### src/rtl/stack_pkg.sv
// stack_pkg: stack request opcodes, engine states and operand-size helpers shared with decode.
package stack_pkg;
    typedef enum logic [1:0] {
        PUSH16 = 2'b00,
        PUSH32 = 2'b01,
        POP16  = 2'b10,
        POP32  = 2'b11
    } stack_op_e;

    typedef enum logic [2:0] {
        IDLE,
        WR_HI,
        WR_LO,
        RD_LO,
        RD_HI,
        CAP,
        RESP
    } stack_state_e;

    function automatic logic [1:0] op_words(stack_op_e op);
        return op[0] ? 2'd2 : 2'd1;
    endfunction

    function automatic logic op_is_pop(stack_op_e op);
        return op[1];
    endfunction
endpackage

### src/rtl/stack_pointer.sv
// stack_pointer: occupancy counter deriving the downward-growing stack pointer and
// overflow/underflow for an n-word request.
module stack_pointer #(
    parameter int ADDR_W   = 11,
    parameter int SP_RESET = 2**ADDR_W-1,
    parameter int DEPTH    = 2**ADDR_W
) (
    input  logic              clk,
    input  logic              reset,
    input  logic              inc,
    input  logic              dec,
    input  logic [1:0]        n,
    output logic [ADDR_W-1:0] sp,
    output logic              overflow,
    output logic              underflow
);
    localparam int CW = ADDR_W + 2;

    logic [ADDR_W:0] count;

    always_ff @(posedge clk or posedge reset) begin
        if (reset)
            count <= '0;
        else if (inc)
            count <= count + (ADDR_W+1)'(1);
        else if (dec)
            count <= count - (ADDR_W+1)'(1);
    end

    // Dropping the count MSB is safe: a full stack wraps to the same modular address.
    assign sp        = ADDR_W'(SP_RESET) - count[ADDR_W-1:0];
    assign overflow  = ({1'b0, count} + CW'(n)) > CW'(DEPTH);
    assign underflow = count < (ADDR_W+1)'(n);
endmodule

### src/rtl/stack_engine.sv
// stack_engine: memory-stage stack responder; splits 16/32-bit push/pop requests into
// 16-bit synchronous-RAM accesses and returns one response per accepted request.
module stack_engine
    import stack_pkg::*;
#(
    parameter int ADDR_W   = 11,
    parameter int DATA_W   = 16,
    parameter int SP_RESET = 2**ADDR_W-1,
    parameter int DEPTH    = 2**ADDR_W
) (
    input  logic                clk,
    input  logic                reset,
    input  logic                req_valid,
    output logic                req_ready,
    input  logic [1:0]          req_op,
    input  logic [2*DATA_W-1:0] req_wdata,
    output logic                rsp_valid,
    output logic                rsp_err,
    output logic [2*DATA_W-1:0] rsp_rdata,
    output logic [ADDR_W-1:0]   sp,
    output logic                mem_en,
    output logic                mem_we,
    output logic [ADDR_W-1:0]   mem_addr,
    output logic [DATA_W-1:0]   mem_wdata,
    input  logic [DATA_W-1:0]   mem_rdata
);
    stack_state_e        state;
    stack_op_e           op;
    stack_op_e           req_op_e;
    logic [2*DATA_W-1:0] wdata;
    logic [2*DATA_W-1:0] rdata_r;
    logic [DATA_W-1:0]   lo;
    logic                err;
    logic                accept;
    logic                bad;
    logic                overflow;
    logic                underflow;

    assign req_op_e  = stack_op_e'(req_op);
    assign req_ready = state == IDLE;
    assign accept    = req_valid && req_ready;
    assign bad       = op_is_pop(req_op_e) ? underflow : overflow;

    stack_pointer #(
        .ADDR_W  (ADDR_W),
        .SP_RESET(SP_RESET),
        .DEPTH   (DEPTH)
    ) u_sp (
        .clk      (clk),
        .reset    (reset),
        .inc      (mem_we),
        .dec      (state == RD_LO || state == RD_HI),
        .n        (op_words(req_op_e)),
        .sp       (sp),
        .overflow (overflow),
        .underflow(underflow)
    );

    // Push writes at sp then decrements; pop increments then reads, hence sp+1.
    assign mem_we    = state == WR_HI || state == WR_LO;
    assign mem_en    = mem_we || state == RD_LO || state == RD_HI;
    assign mem_addr  = mem_we ? sp : sp + ADDR_W'(1);
    assign mem_wdata = state == WR_HI ? wdata[2*DATA_W-1:DATA_W] : wdata[DATA_W-1:0];
    assign rsp_valid = state == RESP;
    assign rsp_err   = rsp_valid && err;
    assign rsp_rdata = rdata_r;

    always_ff @(posedge clk or posedge reset) begin
        if (reset) begin
            state   <= IDLE;
            op      <= PUSH16;
            wdata   <= '0;
            lo      <= '0;
            err     <= 1'b0;
            rdata_r <= '0;
        end else begin
            case (state)
                IDLE: if (accept) begin
                    op    <= req_op_e;
                    wdata <= req_wdata;
                    err   <= bad;
                    if (bad) begin
                        rdata_r <= '0;
                        state   <= RESP;
                    end else begin
                        state <= req_op_e == PUSH32 ? WR_HI :
                                 req_op_e == PUSH16 ? WR_LO : RD_LO;
                    end
                end
                WR_HI: state <= WR_LO;
                WR_LO: begin
                    rdata_r <= '0;
                    state   <= RESP;
                end
                RD_LO: state <= op == POP32 ? RD_HI : CAP;
                RD_HI: begin
                    lo    <= mem_rdata;
                    state <= CAP;
                end
                // Read data lags its strobe by one cycle, so the final word lands here.
                CAP: begin
                    rdata_r <= op == POP32 ? {mem_rdata, lo} : {{DATA_W{1'b0}}, mem_rdata};
                    state   <= RESP;
                end
                RESP: state <= IDLE;
                default: state <= IDLE;
            endcase
        end
    end
endmodule

### config.mk
export PLATFORM = sky130hd
export DESIGN_NAME = stack_engine
export DESIGN_NICKNAME = d
export VERILOG_FILES = /design/src/rtl/stack_pkg.sv /design/src/rtl/stack_pointer.sv /design/src/rtl/stack_engine.sv
export SDC_FILE = /design/constraint.sdc
export NUM_CORES = 1
export LEC_CHECK = 0
export BUFFER_PORTS_ARGS = -buffer_cell sky130_fd_sc_hd__buf_4
export CAP_MARGIN = 0
export CORE_MARGIN = 5
export CORE_UTILIZATION = 55
export CTS_CLUSTER_SIZE = 25
export DETAILED_ROUTE_END_ITERATION = 6
export PLACE_DENSITY_LB_ADDON = 0.15
export SYNTH_ARGS = -nofsm -noshare
export SYNTH_HDL_FRONTEND = slang
export SYNTH_SLANG_ARGS = --single-unit
### constraint.sdc
create_clock -name clk -period 9.8 [get_ports clk]
set_input_delay 1.96 -clock clk [delete_from_list [all_inputs] [get_ports clk]]
set_output_delay 1.96 -clock clk [all_outputs]
set_load 0.005 [all_outputs]
After elaboration in Yosys (flattened, before gate mapping) --
Index checks and enable logic that the tools add are counted. W data, S select, Z words.
Word-level totals: logic and storage cells 53, bits of input ports 53, output and inout bits 75, register bits after elaboration 98
Cells by class: mux-type cells 16, equality and inequality tests 10, reduce and logical (&&, ||, !) cells 13, $lt $le $gt $ge 2, add/subtract/negate cells 5
Operator list (count):
- $mux W32 | 3
- $pmux W32 S3 | 1
- $mux W12 | 2
- $mux W16 | 1
- $pmux W3 S5 | 1
- $add A12 B2 Y13 | 1
- $gt A13 B12 Y1 const B | 1
- $add A12 B1 Y12 const B | 1
- $lt A12 B2 Y1 | 1
- $sub A12 B1 Y12 const B | 1
- $add A11 B1 Y11 const B | 1
- $mux W11 | 1
- $sub A11 B11 Y11 const A | 1
- $eq A3 B3 Y1 const B | 3
- $eq A3 B2 Y1 const B | 2
- $mux W3 | 2
- $logic_or A1 B1 Y1 | 4
- $mux W2 | 2
- $ne A2 B1 Y1 const B | 2
- $eq A3 B1 Y1 const B | 1
- $logic_not A3 Y1 | 1
- $mux W1 | 3
- $reduce_and A3 Y1 | 1
- $reduce_bool A3 Y1 | 1
- 7 further kinds | 8

Longest topological paths before layout --
depth in word-level cells 7, mapped depth 12, depth with buffers taken out 10

By module --
Synthesis repeated with hierarchy kept, for this count alone.
Second synthesis, totals: cells, all modules 478, area total of the unflattened synthesis 5387.7 um2
Modules (own cells, without submodules):
- stack_engine | times used 1, area an instance 4062.6 um2, cells an instance 314
- stack_pointer | times used 1, area an instance 1325.0 um2, cells an instance 164

Worst setup path before layout --
Ideal clock, no wire load.
path type input-to-reg, from in req_op[0], to reg state[2], stages on the path 10, path slack 5716 ps, library setup time 126 ps, data required time 9674 ps, data arrival time 3958 ps, path buffers 0, cells stage by stage inv_1 ha_1 inv_1 fa_1 or2b_1 o31ai_1 a21oi_1 nor4_4 a21oi_1 a311o_1
On the way: longest elaborated chain between the ends 7, elaborated cells on any way between the ends 8, those cells by class 1 x add/sub; 2 x order compare; 5 x mux
RTL lines:
- start: declaration | line stack_engine.sv:15 | input logic [1:0] req_op,
- $mux W2 (*) | line stack_pkg.sv:21 | return op[0] ? 2'd2 : 2'd1;
- $add A12 B2 Y13 | line stack_pointer.sv:32 | assign overflow = ({1'b0, count} + CW'(n)) > CW'(DEPTH);
- $gt A13 B12 Y1 | line stack_pointer.sv:32
- $mux W1 (*) | line stack_engine.sv:42 | assign bad = op_is_pop(req_op_e) ? underflow : overflow;
- $mux W3 (*) | line stack_engine.sv:82 | if (bad) begin
- $mux W3 (*) | line stack_engine.sv:78 | IDLE: if (accept) begin
- $pmux W3 S5 (*) | line stack_engine.sv:77 | case (state)
- end signal: assignment | line stack_engine.sv:86 | state <= req_op_e == PUSH32 ? WR_HI :
- end signal: assignment | line stack_engine.sv:95 | RD_LO: state <= op == POP32 ? RD_HI : CAP;
- end: declaration | line stack_engine.sv:27 | stack_state_e state;
Mark *: on every way between the ends. The rest lies on a longest branch, timed or not. The select of a mux whose other input is x is not followed. A chain may end at the register's enable or synchronous reset.

Worst setup path in the final report --
from reg state[0], to out mem_addr[4]
On the way: longest elaborated chain between the ends 3, elaborated cells on any way between the ends 4, those cells by class 2 x eq/ne; 1 x mux; 1 x reduce/logical
RTL lines:
- $eq A3 B1 Y1 or $eq A3 B2 Y1 (tied branches) | line stack_engine.sv:60 | assign mem_we = state == WR_HI || state == WR_LO;
- $logic_or A1 B1 Y1 (*) | line stack_engine.sv:60
- $mux W11 (*) | line stack_engine.sv:62 | assign mem_addr = mem_we ? sp : sp + ADDR_W'(1);
- end: declaration | line stack_engine.sv:23 | output logic [ADDR_W-1:0] mem_addr,
Mark *: on every way between the ends. The rest lies on a longest branch, timed or not.

==> metrics.cfg <==
[detailed_routing]
detailroute.via_count=4536
postRouteWirelength_um=13400
drt.antenna.violating_nets=0
number_of_optimization_iterations_in_the_first_detailed_route_pass=5
vias_per_cell=5.55
routed_wire_length_per_instance_um=16.4
number_of_drc_violations_after_detailed_routing_iteration_0=353
route.detailed.drc=0

[critical_path]
timing.rr.end=u_sp.count[11]
crit_buf_inv=2
crit_path_start_kind=register
arr_time_crit_path_ns=2.83
critical_path_class=reg -> out
top_family_by_delay_on_critical_path=simple AND/OR/NAND/NOR gates
cp_cell_sequence=xor2_1 -> nor2b_1 -> inv_1 -> nand2_1 -> nor3_1 -> xnor2_1 -> buf_4
cp.required_ns=7.84
critPathSlowestCell=sky130_fd_sc_hd__nor2b_1
crit_path_end_kind=output pin
worstRegToRegCells=10
critical_path.max_fanout=14
critical-path-max-stage-delay_ns=0.63
crit-reg2reg-launch=state[0]
cp.depth=7
setup.worst_path.start=state[0]
worst-r2r-setup-slack_ns=5.98
critical_path.endpoint=mem_addr[4]

[synth]
synth_top_area_share=0.448
dominant_combinational_cell_family_by_area_after_synthesis=simple AND/OR/NAND/NOR gates
synth_nets=636
post_synth_inst_count=566
synthFlopType=sky130_fd_sc_hd__dfrtp_1
synth.area.top_cells=sky130_fd_sc_hd__dfrtp_1 45%, sky130_fd_sc_hd__mux2_2 11%, sky130_fd_sc_hd__nand2_1 9.3%
post_synth_and_or_nand_nor_area_fraction=0.198
yosys.area.top_type=sky130_fd_sc_hd__dfrtp_1
synth_cell_types=59
yosysMostFrequentCell=sky130_fd_sc_hd__nand2_1
async_flop_share=1.00
ys_warn_count=0
synth-xor-area-share=0.0304
synthesized_area_divided_by_synthesized_cell_count_um2=9.67
ys_top_cells_by_count=135 x sky130_fd_sc_hd__nand2_1, 98 x sky130_fd_sc_hd__dfrtp_1, 52 x sky130_fd_sc_hd__mux2_2, 41 x sky130_fd_sc_hd__a21oi_1, 21 x sky130_fd_sc_hd__nor2_1
yosys_register_bits=98
synth_seq_area_share=0.448
synth_compound_area_frac=0.134
yosys.area_share.adder=0.0416
synth-edff-count=0
synth_mux_area_frac=0.107
cell_area_after_synthesis_mm2=0.00547

[sta]
tns_ns=0
min_period_ns=4.79
worst_clock_skew_ns=0.0111
worst_slew_pin_slew_ns=1.17
grt_setup_unrepaired=false
timing_hold_violations_final=0
min_period_over_period=0.489
final-max-slew-violation-count=0
max_slew_margin=0.220
setup_viol=0
fmax_mhz=209
fin_ws_ns=5.01

[global_route]
groute.usage.overall=0.232
wire_length_of_the_first_global_routing_pass_um=22000
grt_antenna_before_repair=0
first_global_vias=4492
maximum_number_of_pins_on_one_net_before_global_route_repair=60
grt_remaining_overflow=0

[clock_network]
cts_buffers=9
worst_skew_pair.late_latency_ns=0.37
cts_tree=yes
root_buffer=sky130_fd_sc_hd__clkbuf_8
cts.repair_timing.setup_buffer_count=0
clkSinkCount=98
clock_path_buffers=2
cts.hold.buffers_added=0
cts_resized=0
cts-htree-levels=3
clk_pin_slew_worst_paths_ns=0.09

[die]
number_of_placed_i_o_pins=128
die-width_um=110
floorplan.die.height_um=110
initial_utilization=0.563
die_area_mm2=0.0120
core_region_area_mm2=0.00973
row_count=36

[cells_and_area]
final_cell_count_no_fill=817
drive_above_1_share=0.339
num_antenna_cells=0
final_net_count=749
postLayoutCellArea_mm2=0.00669
nFillCells=806
layout-area-overhead-vs-synth_pct=22.2

[pwr]
power-per-cell-area_mw_per_mm2=365
power_leakage_nw=3.14
post_layout_power_mw=2.44
ir_drop_uv=278

[placement]
post-dp-hpwl_um=9570
io_buffers=127
place_congestion=0.879
placement.cell_area_mm2=0.00649
place_ws_ns=5.20
dpl.cell_count=801

[hold_path]
hold_depth=2
min_path_type=reg -> reg

[flow_run]
maxCapViolCount=0

[run_status]
status=finished clean

-- sequential cells by signal (all words and copies together), names as in the netlist --
signal / flops
err: 1
op: 2
wdata: 32
state: 3
u_sp.count: 12
rsp_rdata: 32
lo: 16
-- worst min path at each step --
stage | startpoint | end | slack [ns]
finish | lo[5] | lo[5] | 0.49
global route | lo[14] | lo[14] | 0.51
CTS | lo[12] | lo[12] | 0.49
detailed placement | lo[12] | lo[12] | 0.46
global placement | lo[12] | lo[12] | 0.46
floorplan | lo[0] | lo[0] | 0.45
-- cell families after synthesis --
group,after synthesis
buffers and inverters,47
AND/OR/NAND/NOR,221
flip-flops,98
AO/OA/AOI/OAI,112
XOR/XNOR,19
multiplexers,52
adder cells (fa/ha/maj),17
-- per-layer routing --
layer / wire (µm) / global-route usage / vias up
met5: 0 / 0 / -
met3: 802 / 0.0440 / 12
met4: 175 / 0.0855 / 0
li1: - / - / 2178
met1: 5610 / 0.297 / 2221
met2: 6770 / 0.391 / 125
-- power by group --
part           total, mW  internal [mW]  switching (mW)
logic               1.40          0.694           0.710
registers          0.771          0.593           0.178
clock network      0.270          0.127           0.143
total               2.44           1.41            1.03
-- final cells by class --
cell class                 instances  area, µm²  area share
tap                              133        166      0.0249
multi-input combinational        421       2810       0.421
clock inverter                     3       46.3     0.00692
sequential                        98       2450       0.367
timing repair buffer             133        998       0.149
clock buffer                      13        149      0.0223
inverter                          16       62.6     0.00935
-- layout by cell type (no fill, tap or decap), drive strengths merged, types with 14 or more instances in the layout --
cell type,instances
nor3,19
a21oi,42
nand2,135
nor2,22
inv,16
o21ai,34
ha,15
buf,133
mux2,52
xnor2,14
dfrtp,98
-- metrics by stage --
step / hold slack, ns / utilization
2_1_floorplan: 0.446 / -
3_3_place_gp: 0.456 / 0.667
3_5_place_dp: 0.462 / 0.667
4_1_cts: 0.486 / 0.688
5_1_grt: 0.505 / 0.688
6_report: 0.486 / 0.688
-- worst register-to-register path, cell delays in order (launching register included) --
cell	delay [ns]
sky130_fd_sc_hd__dfrtp_1	0.60
sky130_fd_sc_hd__xor2_1	0.18
sky130_fd_sc_hd__nor2b_1	0.63
sky130_fd_sc_hd__inv_1	0.46
sky130_fd_sc_hd__ha_1	0.45
sky130_fd_sc_hd__or4_1	0.53
sky130_fd_sc_hd__o21a_1	0.14
sky130_fd_sc_hd__o211a_1	0.13
sky130_fd_sc_hd__o41ai_1	0.31
sky130_fd_sc_hd__a221o_1	0.21
sky130_fd_sc_hd__o31ai_1	0.06
Note: power is estimated with default switching activity, not from simulation.
